<file path="src/rtl/arcade_input_mapper.sv">
`default_nettype none
// ============================================================================
// Module   : arcade_input_mapper
// Brief    : PS/2 + joystick front end with rotation, autofire and coin pulses
// Revision : 1.0
// ============================================================================
module arcade_input_mapper #(
    parameter int PLAYERS      = 2,
    parameter int BUTTONS      = 4,
    parameter int COIN_PULSE   = 50000,
    parameter int COIN_HOLDOFF = 100000,
    parameter int AUTOFIRE_DIV = 250000
) (
    input  logic                           clk_sys,
    input  logic                           reset_n,
    input  logic [10:0]                    ps2_key,
    input  logic [16*PLAYERS-1:0]          joy_in,
    input  logic [1:0]                     rotate,
    input  logic [PLAYERS-1:0]             autofire_en,
    output logic [(4+BUTTONS)*PLAYERS-1:0] player_out,
    output logic [PLAYERS-1:0]             start,
    output logic [PLAYERS-1:0]             coin
);

    localparam int KP   = (PLAYERS < 2) ? PLAYERS : 2;
    localparam int KB   = (BUTTONS < 4) ? BUTTONS : 4;
    localparam int AFW  = $clog2(AUTOFIRE_DIV + 1);
    localparam int CMAX = (COIN_PULSE > COIN_HOLDOFF) ? COIN_PULSE : COIN_HOLDOFF;
    localparam int CW   = $clog2(CMAX + 1);
    localparam logic [AFW-1:0] AF_LAST    = AFW'(AUTOFIRE_DIV - 1);
    localparam logic [CW-1:0]  PULSE_LAST = CW'(COIN_PULSE - 1);
    localparam logic [CW-1:0]  HOLD_LAST  = CW'((COIN_HOLDOFF > 0) ? COIN_HOLDOFF - 1 : 0);

    typedef enum logic [1:0] {
        C_IDLE  = 2'd0,
        C_PULSE = 2'd1,
        C_HOLD  = 2'd2
    } coin_state_t;

    logic            tog_q;
    logic            armed_q;
    logic            w_event;
    logic            w_kv;
    logic            w_kp;
    logic [3:0]      w_ki;
    logic            w_unused_ext;
    logic [KB+3:0]   klat_q [KP];
    logic [1:0]      ksc_q  [KP];

    assign w_event      = armed_q && (ps2_key[10] != tog_q);
    assign w_unused_ext = ps2_key[8];

    // Index 0..3 = R,L,D,U; 4..7 = buttons; 8 = start; 9 = coin.
    always_comb begin
        w_kv = 1'b1;
        w_kp = 1'b0;
        w_ki = 4'd0;
        case (ps2_key[7:0])
            8'h75: w_ki = 4'd3;
            8'h72: w_ki = 4'd2;
            8'h6B: w_ki = 4'd1;
            8'h74: w_ki = 4'd0;
            8'h29: w_ki = 4'd4;
            8'h14: w_ki = 4'd5;
            8'h11: w_ki = 4'd6;
            8'h12: w_ki = 4'd7;
            8'h2D: begin w_kp = 1'b1; w_ki = 4'd3; end
            8'h2B: begin w_kp = 1'b1; w_ki = 4'd2; end
            8'h23: begin w_kp = 1'b1; w_ki = 4'd1; end
            8'h34: begin w_kp = 1'b1; w_ki = 4'd0; end
            8'h1C: begin w_kp = 1'b1; w_ki = 4'd4; end
            8'h1B: begin w_kp = 1'b1; w_ki = 4'd5; end
            8'h15: begin w_kp = 1'b1; w_ki = 4'd6; end
            8'h1D: begin w_kp = 1'b1; w_ki = 4'd7; end
            8'h16, 8'h05: w_ki = 4'd8;
            8'h1E, 8'h06: begin w_kp = 1'b1; w_ki = 4'd8; end
            8'h2E: w_ki = 4'd9;
            8'h36: begin w_kp = 1'b1; w_ki = 4'd9; end
            default: w_kv = 1'b0;
        endcase
    end

    always_ff @(posedge clk_sys or negedge reset_n) begin
        if (!reset_n) begin
            tog_q   <= 1'b0;
            armed_q <= 1'b0;
            for (int p = 0; p < KP; p++) begin
                klat_q[p] <= '0;
                ksc_q[p]  <= '0;
            end
        end else begin
            tog_q   <= ps2_key[10];
            armed_q <= 1'b1;
            if (w_event && w_kv) begin
                for (int p = 0; p < KP; p++) begin
                    if (w_kp == 1'(p)) begin
                        for (int i = 0; i < KB + 4; i++) begin
                            if (w_ki == 4'(i)) klat_q[p][i] <= ps2_key[9];
                        end
                        if (w_ki == 4'd8) ksc_q[p][0] <= ps2_key[9];
                        if (w_ki == 4'd9) ksc_q[p][1] <= ps2_key[9];
                    end
                end
            end
        end
    end

    for (genvar p = 0; p < PLAYERS; p++) begin : g_player
        logic [15:0]        w_joy;
        logic [BUTTONS+3:0] w_kraw;
        logic [1:0]         w_ksc;
        logic [BUTTONS+3:0] w_raw;
        logic               w_start_raw;
        logic               w_coin_raw;
        logic               w_unused_joy;
        logic [3:0]         w_dir;
        logic [BUTTONS-1:0] w_btn;
        logic               af_phase_q, af_phase_d, af_held_q;
        logic [AFW-1:0]     af_cnt_q, af_cnt_d;
        logic [BUTTONS+3:0] po_q;
        logic               st_q;
        coin_state_t        cst_q, cst_d;
        logic [CW-1:0]      ccnt_q, ccnt_d;
        logic               cprev_q;

        assign w_joy        = joy_in[16*p +: 16];
        assign w_unused_joy = ^w_joy;

        if (p < KP) begin : g_kbd
            assign w_kraw = (BUTTONS+4)'(klat_q[p]);
            assign w_ksc  = ksc_q[p];
        end else begin : g_nokbd
            assign w_kraw = '0;
            assign w_ksc  = '0;
        end

        assign w_raw       = w_kraw | w_joy[BUTTONS+3:0];
        assign w_start_raw = w_joy[BUTTONS+4] | w_ksc[0];
        assign w_coin_raw  = w_joy[BUTTONS+5] | w_ksc[1];

        // Direction vector is {U,D,L,R}.
        always_comb begin
            case (rotate)
                2'd1:    w_dir = {w_raw[1], w_raw[0], w_raw[2], w_raw[3]};
                2'd2:    w_dir = {w_raw[0], w_raw[1], w_raw[3], w_raw[2]};
                default: w_dir = w_raw[3:0];
            endcase
        end

        always_comb begin
            af_phase_d = 1'b0;
            af_cnt_d   = '0;
            w_btn      = w_raw[BUTTONS+3:4];
            if (autofire_en[p] && w_raw[4]) begin
                if (!af_held_q) begin
                    af_phase_d = 1'b1;
                end else if (af_cnt_q >= AF_LAST) begin
                    af_phase_d = ~af_phase_q;
                end else begin
                    af_phase_d = af_phase_q;
                    af_cnt_d   = af_cnt_q + AFW'(1);
                end
            end
            if (autofire_en[p]) w_btn[0] = af_phase_d;
        end

        always_comb begin
            cst_d  = cst_q;
            ccnt_d = ccnt_q;
            case (cst_q)
                C_IDLE: begin
                    if (w_coin_raw && !cprev_q) begin
                        cst_d  = C_PULSE;
                        ccnt_d = '0;
                    end
                end
                C_PULSE: begin
                    if (ccnt_q >= PULSE_LAST) begin
                        ccnt_d = '0;
                        cst_d  = (COIN_HOLDOFF == 0) ? C_IDLE : C_HOLD;
                    end else begin
                        ccnt_d = ccnt_q + CW'(1);
                    end
                end
                C_HOLD: begin
                    if (ccnt_q >= HOLD_LAST) begin
                        ccnt_d = '0;
                        cst_d  = C_IDLE;
                    end else begin
                        ccnt_d = ccnt_q + CW'(1);
                    end
                end
                default: begin
                    cst_d  = C_IDLE;
                    ccnt_d = '0;
                end
            endcase
        end

        always_ff @(posedge clk_sys or negedge reset_n) begin
            if (!reset_n) begin
                af_phase_q <= 1'b0;
                af_cnt_q   <= '0;
                af_held_q  <= 1'b0;
                po_q       <= '0;
                st_q       <= 1'b0;
                cst_q      <= C_IDLE;
                ccnt_q     <= '0;
                cprev_q    <= 1'b0;
            end else begin
                af_phase_q <= af_phase_d;
                af_cnt_q   <= af_cnt_d;
                af_held_q  <= autofire_en[p] && w_raw[4];
                po_q       <= {w_btn, w_dir};
                st_q       <= w_start_raw;
                cst_q      <= cst_d;
                ccnt_q     <= ccnt_d;
                cprev_q    <= w_coin_raw;
            end
        end

        assign player_out[(BUTTONS+4)*p +: (BUTTONS+4)] = po_q;
        assign start[p] = st_q;
        assign coin[p]  = (cst_q == C_PULSE);
    end

endmodule
`default_nettype wire
</file>
<file path="config.mk">
export PLATFORM = sky130hd
export DESIGN_NAME = arcade_input_mapper
export DESIGN_NICKNAME = d
export VERILOG_FILES = /design/src/rtl/arcade_input_mapper.sv
export SDC_FILE = /design/constraint.sdc
export NUM_CORES = 1
export LEC_CHECK = 0
export ABC_AREA = 1
export BUFFER_PORTS_ARGS = -buffer_cell sky130_fd_sc_hd__buf_2
export CAP_MARGIN = 20
export CORE_MARGIN = 3
export CORE_UTILIZATION = 35
export DETAILED_ROUTE_END_ITERATION = 12
export PLACE_DENSITY = 0.51
export RECOVER_POWER = 50
export REMOVE_ABC_BUFFERS = 1
export SLEW_MARGIN = 5
export SYNTH_ARGS = -nofsm -noshare
export SYNTH_HDL_FRONTEND = slang
export SYNTH_SLANG_ARGS = --single-unit
</file>
<file path="constraint.sdc">
create_clock -name clk_sys -period 1.9 [get_ports clk_sys]
set_input_delay 0.19 -clock clk_sys [delete_from_list [all_inputs] [get_ports clk_sys]]
set_output_delay 0.19 -clock clk_sys [all_outputs]
set_load 0.02 [all_outputs]
</file>
==> results.toml, run 1 <==
[layout]
fin_util_pct = 43.5
nFillCells = 2011
syn2layout_area_growth_pct = 21.3
drive_gt1_share_pct = 16.4
antenna_cells = 0
nNetsFinal = 1107
stdcell_area_um2 = 8490
layout.area.seq_um2 = 3010
fin_cells = 1322
multiInputGateArea_um2 = 3460

[power]
worst_ir_drop_vdd_mv = 0.557
leakage_nw = 3.89
finalPower_mw = 7.06
p_per_area_nw_per_um2 = 832

[timing]
slew_headroom_pct = 49.2
slew_violations = 0
worst_pin_slew_ps = 762
hold_viol_final = 0
layout_min_cycle_time_ps = 1730
layout_setup_ws_ps = 166
setup_viol = 0
finalClockSkew_ps = 10.3
post-route-period-util_pct = 91.3
fmax_mhz = 577

[yosys]
yosys-top-cells-area = "dfrtp_1 (43%), nand2_1 (12%), nor2_1 (6.4%), inv_1 (6.0%), o21ai_0 (4.9%)"
netlist_top_cells_count = "nand2_1 (228), dfrtp_1 (120), nor2_1 (120)"
yosysTopAreaCell = "dfrtp_1"
synth_enable_flop_cells = 0
synth-seq-cells = 120
syn_inst = 941
syn_area_um2 = 7000
syn_area_per_cell_um2 = 7.43
yosys_warnings = 0
async_reset_ff_share_pct = 100
ys_seq_area_share_pct = 42.9
yosys.area.top_type_share_pct = 42.9
synth.distinct_cells = 42
yosysMostFrequentCell = "nand2_1"
ys.flop_type = "dfrtp_1"

[clock_tree]
root_buffer = "clkbuf_16"
clock_path_buffers = 2
cts.sinks = 120
clock_latency_ps = 410
cts_max_level = 4
cts_tree = "yes"
clkTransAtPathRegs_ps = 60
cts_inserted_buffers = 17

[floorplanning]
rows = 51
initial_core_util_pct = 35.8
die_h_um = 147
fp.dieW_um = 147
core_um2 = 19500
dieArea_um2 = 21700
io-pin-count = 69

[route]
vias = 6077
ant_nets = 0
wl_per_cell_um = 11.8
drc = 0
drt-initial-drc-count = 267
routed_via_density = 4.60
wirelength_um = 15600
firstDrtPassIters = 5

[grt]
grt_start_max_net_pins = 40
grt_pass1_wl_um = 27000
antenna_found_initial = 0
grt-ovfl-total = 0
grt_pass1_vias = 5682
grt_usage_pct = 15.0

[min_path]
min_from = "joy_in[20]"
holdCritPathClass = "primary input to flop"

[setup_path]
critPathKind = "flop to flop"
start_kind = "flop"
critPathArrivalTime_ps = 2020
crit_start = "g_player[1].ccnt_q[15]"
crit_required_ps = 2190
endpoint_kind = "flop"
regToRegStartpoint = "g_player[1].ccnt_q[15]"
path_max_fanout = 7

[place]
io_buffers = 55
place.gp.congestion = 0.840
dp_cells = 1276
placed_cell_area_um2 = 7780
post-place-ws_ps = 86.9
dp_hpwl_um = 11700

[run]
drv_cap = 0

[status]
status = "completed"
sequential cells by signal (all words and copies together), names as in the netlist, 2 cells and up:
| register | cells |
|---|---|
| g_player.af_cnt_q | 36 |
| g_player.ccnt_q | 34 |
| g_player.po_q | 16 |
| g_player.w_kraw | 16 |
| g_player.cst_q | 4 |
| g_player.w_ksc | 4 |
| g_player.af_held_q | 2 |
| g_player.af_phase_q | 2 |
| g_player.cprev_q | 2 |
| g_player.st_q | 2 |
per-layer routing:
metal / routed length, um / share of wire [%] / GRT usage, %
met1: 7840 / 50 / 21.0
met2: 7190 / 46 / 23.8
met3: 420 / 2.7 / 3.43
met4: 156 / 1.0 / 3.77
met5: 0 / 0 / 0
cell usage in the layout, fill, tap and decap left out, types with 3 or more instances in the layout:
cell	Yosys	final
a21oi_1	16	16
a31oi_1	12	12
buf_2	6	51
buf_4	6	35
clkbuf_1	6	5
clkbuf_16	0	17
clkinv_2	0	4
clkinv_4	0	6
dfrtp_1	120	118
dlygate4sd3_1	0	14
ha_1	14	12
inv_1	112	112
inv_2	4	4
nand2_1	228	228
nand2_2	3	3
nand3_1	66	63
nand3_2	3	6
nand4_1	35	35
nor2_1	120	115
nor2_2	10	14
nor2_4	2	3
nor3_1	25	23
nor3_2	1	3
nor3b_1	5	5
nor4_1	3	3
o21ai_0	69	69
o21ai_1	10	10
or2_2	10	10
xnor2_1	13	13
xor2_1	18	18
area by class of cell:
type                            count  share of cell area [%]
Tap cell                          265                    3.91
Clock buffer                       18                    5.06
Clock inverter                     14                    1.52
Multi-Input combinational cell    681                    40.8
Timing Repair Buffer              107                    8.14
Sequential cell                   120                    35.4
Inverter                          117                    5.17
critical path, stage by stage, from the launching register on:
cell and delay [ps]:
dfrtp_1 470, nand2_1 110, nor2_1 140, nand2_1 60
nor2_1 160, nand3_1 110, nand4_1 130, nand2_1 90
nand2_1 80, buf_4 160, o21ai_0 90
through the flow:
stage / setup TNS [ps] / hold WS [ps]
floorplan: 0 / -106
global placement: 0 / 172
detailed placement: 0 / 175
CTS: 0 / 45.4
global route: -79.1 / 63.1
finish: 0 / 60.0
worst paths after layout:
path	endpoint	slack [ps]	depth (start not counted)
worst max-delay path	g_player[1].ccnt_q[13]	170	10
worst min-delay path	g_player[1].po_q[4]	60	3
worst max register to register	g_player[1].ccnt_q[13]	170	10
worst min register to register	g_player[0].af_cnt_q[0]	460	1
max in group asynchronous	g_player[1].ccnt_q[2]	340	3
min in group asynchronous	g_player[0].ccnt_q[16]	380	2
cell families after synthesis:
logic type / share of synthesized area [%]
adder cells (fa/ha/maj): 2.50
buffers and inverters: 8.25
flip-flops: 42.9
XOR/XNOR: 3.88
AO/OA/AOI/OAI: 8.87
AND/OR/NAND/NOR: 33.5
other: 0.0536
where the power goes:
part / switching, mW / internal (mW)
clock: 1.21 / 1.80
combinational: 0.817 / 0.445
sequential: 0.0895 / 2.70
timing repair:
item | in CTS | in global routing
endpoints found under the setup margin | 0 | 21
endpoints found under the hold margin | 38 | 0
gates resized for setup | 0 | 15
hold buffers | 14 | 0
buffers inserted | 0 | 0
Power figures use the tool's default switching activity.
==> inputs of run 2 (changes only) <==
--- a/config.mk
+++ b/config.mk
@@ -11,7 +11,7 @@
 export CORE_MARGIN = 3
 export CORE_UTILIZATION = 35
 export DETAILED_ROUTE_END_ITERATION = 12
-export PLACE_DENSITY = 0.51
+export PLACE_DENSITY = 0.61
 export RECOVER_POWER = 50
 export REMOVE_ABC_BUFFERS = 1
 export SLEW_MARGIN = 5
==> results.toml, run 2 (synthesized netlist as in run 1, its figures left out) <==
[status]
status = "completed"

[layout]
fin_util_pct = 43.5
largest_register_ffs = 36
final_common_cell = "nand2_1"
antenna_cells = 0
layout_common_cells = "nand2_1 (228), dfrtp_1 (118), nor2_1 (115)"
nFillCells = 2039
largestRegisters = "g_player.af_cnt_q x36, g_player.ccnt_q x34"
syn2layout_area_growth_pct = 21.3
nNetsFinal = 1101
drive_gt1_share_pct = 16.1
regMostFlops = "g_player.af_cnt_q"

[timing]
hold_viol_final = 0
slew_headroom_pct = 31.5
fmax_mhz = 571
layout_setup_ws_ps = 149
slew_violations = 0
setup_viol = 0
finalClockSkew_ps = 7.13
post-route-period-util_pct = 92.2
worst_pin_slew_ps = 1030
layout_min_cycle_time_ps = 1750

[grt]
grt-ovfl-total = 0
grt_pass1_vias = 5919
antenna_found_initial = 0
grt_usage_pct = 15.0
grt_start_max_net_pins = 39
grt_pass1_wl_um = 27300

[place]
post-place-ws_ps = 56.3
place.gp.congestion = 0.893
dp_hpwl_um = 11600
io_buffers = 55

[setup_path]
cpPeakStageDelay_ps = 400
path_common_cell = "nand2_1"
crit_required_ps = 2190
critPathBufInv = 0
start_kind = "flop"
crit_family = "simple AND/OR/NAND/NOR gates"
crit_cells = 9
critPathArrivalTime_ps = 2050
crit_chain = "ha_4 -> nand3_2 -> nor2_4 -> nand2_1 -> nor3_2 -> nand4_1 -> nor2_1 -> nand2_1 -> nor3b_2"
cp_slowest_cell = "dfrtp_1"
ff2ff_path_depth = 9
critPathKind = "flop to flop"
path_max_fanout = 3
endpoint_kind = "flop"

[clock_tree]
cts_inserted_buffers = 17
clock_latency_ps = 410
root_buffer = "clkbuf_16"
cts.sinks = 120
cts_max_level = 4
cts_tree = "yes"
clkTransAtPathRegs_ps = 50
clock_path_buffers = 2

[route]
top_layer = "met4"
routed_via_density = 4.67
wirelength_um = 15600
wl_per_cell_um = 11.8
wl_met1_um = 7450
firstDrtPassIters = 5
wl_met3_um = 361
drc = 0
wl_met2_um = 7520
ant_nets = 0
drt-initial-drc-count = 300
vias = 6147

[floorplanning]
core_um2 = 19500
fp.dieW_um = 147
dieArea_um2 = 21700
rows = 51
initial_core_util_pct = 35.8
die_h_um = 147
io-pin-count = 69

[min_path]
whs_path_depth = 2
holdCritPathClass = "primary input to flop"

[run]
drv_cap = 0

[power]
leakage_nw = 3.88
worst_ir_drop_vdd_mv = 0.667
p_per_area_nw_per_um2 = 826
-- run 2: cell count changes in the layout (fill, tap and decap cells not counted), sizes merged --
| cell | previous run | this run |
|---|---|---|
| inv | 117 | 116 |
| buf | 86 | 83 |
| clkbuf | 25 | 26 |
| dlygate4sd3 | 14 | 13 |
| clkinvlp | 2 | 0 |
| clkinv | 11 | 10 |
-- run 2: through the flow --
step | cell area, um2 | hold slack (ps) | setup TNS, ps | cells | power (mW)
6_report | 8490 | 34.7 | 0 | 1315 | 7.01
5_1_grt | 8490 | 27.0 | -6.79 | 1315 | 7.43
4_1_cts | 8430 | 29.2 | 0 | 1314 | 7.10
3_5_place_dp | 7760 | 215 | 0 | 1270 | 4.11
3_3_place_gp | 7760 | 212 | 0 | 1270 | 4.08
2_1_floorplan | 6860 | -106 | 0 | 918 | 3.55
-- run 2: area by class of cell --
type / count / area [um2] / share of cell area [%]
Multi-Input combinational cell: 681 / 3490 / 41.1
Sequential cell: 120 / 3010 / 35.4
Timing Repair Buffer: 101 / 682 / 8.03
Clock buffer: 21 / 460 / 5.42
Inverter: 117 / 439 / 5.17
Tap cell: 265 / 332 / 3.91
Clock inverter: 10 / 78.8 / 0.929
-- run 2: worst paths after layout --
kind                                         start                       end  slack (ps)
max                        g_player[1].af_cnt_q[0]  g_player[1].af_cnt_q[14]         150
min                                      joy_in[8]          g_player[0].st_q          30
max reg2reg                g_player[1].af_cnt_q[0]  g_player[1].af_cnt_q[14]         150
min reg2reg                g_player[0].af_cnt_q[0]   g_player[0].af_cnt_q[0]         460
max in group asynchronous                  reset_n          g_player[0].st_q         350
min in group asynchronous                  reset_n       g_player[1].po_q[3]         490
-- run 2: routing by layer --
metal  vias to the layer above  GRT usage (%)
li1                       3240              -
met1                      2817           19.8
met2                        75           25.2
met3                        15           2.79
met4                         0           4.94
met5                         -              0
-- run 2: where the power goes --
| part | total [mW] | switching, mW | internal [mW] |
|---|---|---|---|
| Sequential | 2.78 | 0.0839 | 2.70 |
| Clock | 2.95 | 1.11 | 1.84 |
| Combinational | 1.28 | 0.819 | 0.461 |
| Total | 7.01 | 2.02 | 4.99 |
-- run 2: what timing repair did --
| action | 4_1_cts | 5_1_grt |
|---|---|---|
| hold endpoints to repair | 46 | 0 |
| hold buffers | 13 | 0 |
| gates resized for setup | 0 | 20 |
| endpoints found under the setup margin | 0 | 17 |
| setup buffers | 0 | 1 |
==> inputs of run 3 (changes only) <==
--- a/config.mk
+++ b/config.mk
@@ -11,7 +11,7 @@
 export CORE_MARGIN = 3
 export CORE_UTILIZATION = 35
 export DETAILED_ROUTE_END_ITERATION = 12
-export PLACE_DENSITY = 0.61
+export PLACE_DENSITY = 0.5
 export RECOVER_POWER = 50
 export REMOVE_ABC_BUFFERS = 1
 export SLEW_MARGIN = 5
==> results.toml, run 3 (synthesized netlist as in run 1, its figures left out) <==
[power]
leakage_nw = 3.89
worst_ir_drop_vdd_mv = 0.539
p_per_area_nw_per_um2 = 846
finalPower_mw = 7.21

[layout]
fin_util_pct = 43.6
nFillCells = 2049
multiInputGateArea_um2 = 3480
largestRegisters = "g_player.af_cnt_q x36, g_player.ccnt_q x34"
drive_gt1_share_pct = 16.8
syn2layout_area_growth_pct = 21.8
nNetsFinal = 1103
fin_cells = 1318
final_common_cell = "nand2_1"
antenna_cells = 0
regMostFlops = "g_player.af_cnt_q"
layout.area.seq_um2 = 3010
largest_register_ffs = 36
layout_common_cells = "nand2_1 (227), dfrtp_1 (118), nor2_1 (113)"

[timing]
setup_viol = 0
post-route-period-util_pct = 90.2
worst_pin_slew_ps = 729
layout_setup_ws_ps = 186
hold_viol_final = 0
layout_min_cycle_time_ps = 1710
fmax_mhz = 583
slew_violations = 0
finalClockSkew_ps = 7.70
slew_headroom_pct = 51.4
hold_ws_ps = 31.7

[place]
dp_cells = 1272
place.gp.congestion = 0.867
dp_hpwl_um = 11800
io_buffers = 55
post-place-ws_ps = 26.0

[grt]
grt-ovfl-total = 0
grt_pass1_wl_um = 27700
grt_pass1_vias = 5971
antenna_found_initial = 0
grt_usage_pct = 15.4
grt_start_max_net_pins = 37

[route]
wirelength_um = 15700
firstDrtPassIters = 4
wl_per_cell_um = 11.9
vias = 6138
drc = 0
ant_nets = 0
drt-initial-drc-count = 315
routed_via_density = 4.66

[min_path]
holdCritPathClass = "primary input to flop"

[clock_tree]
cts.sinks = 120
clock_latency_ps = 420
cts_max_level = 4
clkTransAtPathRegs_ps = 60
root_buffer = "clkbuf_16"
cts_inserted_buffers = 17
clock_path_buffers = 2
cts_tree = "yes"

[setup_path]
start_kind = "flop"
endpoint_kind = "flop"
path_max_fanout = 5
r2r_slack_ps = 190
crit_required_ps = 2180
critPathArrivalTime_ps = 2000
critPathKind = "flop to flop"

[floorplanning]
dieArea_um2 = 21700
rows = 51
core_um2 = 19500
initial_core_util_pct = 35.8
io-pin-count = 69
fp.dieW_um = 147
die_h_um = 147

[status]
status = "completed"

[run]
drv_cap = 0
run 3: worst max-delay path, stage by stage, from the launching register on:
cell,delay [ps]
dfrtp_1,390
ha_2,210
nand3_2,120
nor2_4,190
nand3_2,100
nor2_2,130
nand2_2,80
nor2_2,160
a21oi_1,60
nand3_1,70
o21ai_0,90
run 3: final cells by class:
cell class	instances	share of cell area (%)
multi-input combinational	681	40.9
sequential	120	35.3
clock buffer	19	5.20
tap	265	3.89
clock inverter	13	1.51
timing repair buffer	103	8.09
inverter	117	5.15
run 3: repair_timing:
action,4_1_cts,5_1_grt
hold buffers,12,0
setup endpoints to repair,0,22
hold endpoints to repair,37,0
setup buffers,0,2
gates resized for setup,0,24
run 3: per-layer routing:
| metal | up-vias | GRT usage (%) | share of wire [%] |
|---|---|---|---|
| met5 | - | 0 | 0 |
| met4 | 0 | 5.22 | 1.6 |
| met3 | 18 | 3.00 | 2.7 |
| met2 | 74 | 24.9 | 48 |
| met1 | 2794 | 20.8 | 48 |
| li1 | 3252 | - | - |
run 3: worst paths after layout:
kind | start | to | cells after the start
worst min-delay path | joy_in[6] | g_player[0].po_q[6] | 2
max in group asynchronous | reset_n | g_player[1].ccnt_q[8] | 3
worst max register to register | g_player[1].ccnt_q[1] | g_player[1].ccnt_q[14] | 10
min in group asynchronous | reset_n | g_player[0].ccnt_q[11] | 2
worst min register to register | g_player[0].af_cnt_q[0] | g_player[0].af_cnt_q[0] | 1
worst max-delay path | g_player[1].ccnt_q[1] | g_player[1].ccnt_q[14] | 10
run 3: through the flow:
step | cell area, um2 | TNS, ps
6_report | 8520 | 0
3_3_place_gp | 7780 | 0
5_1_grt | 8520 | -94.0
2_1_floorplan | 6860 | 0
4_1_cts | 8480 | 0
3_5_place_dp | 7780 | 0
run 3: power breakdown:
group / switching (mW) / internal, mW
sequential: 0.0881 / 2.70
clock: 1.17 / 1.95
combinational: 0.833 / 0.473
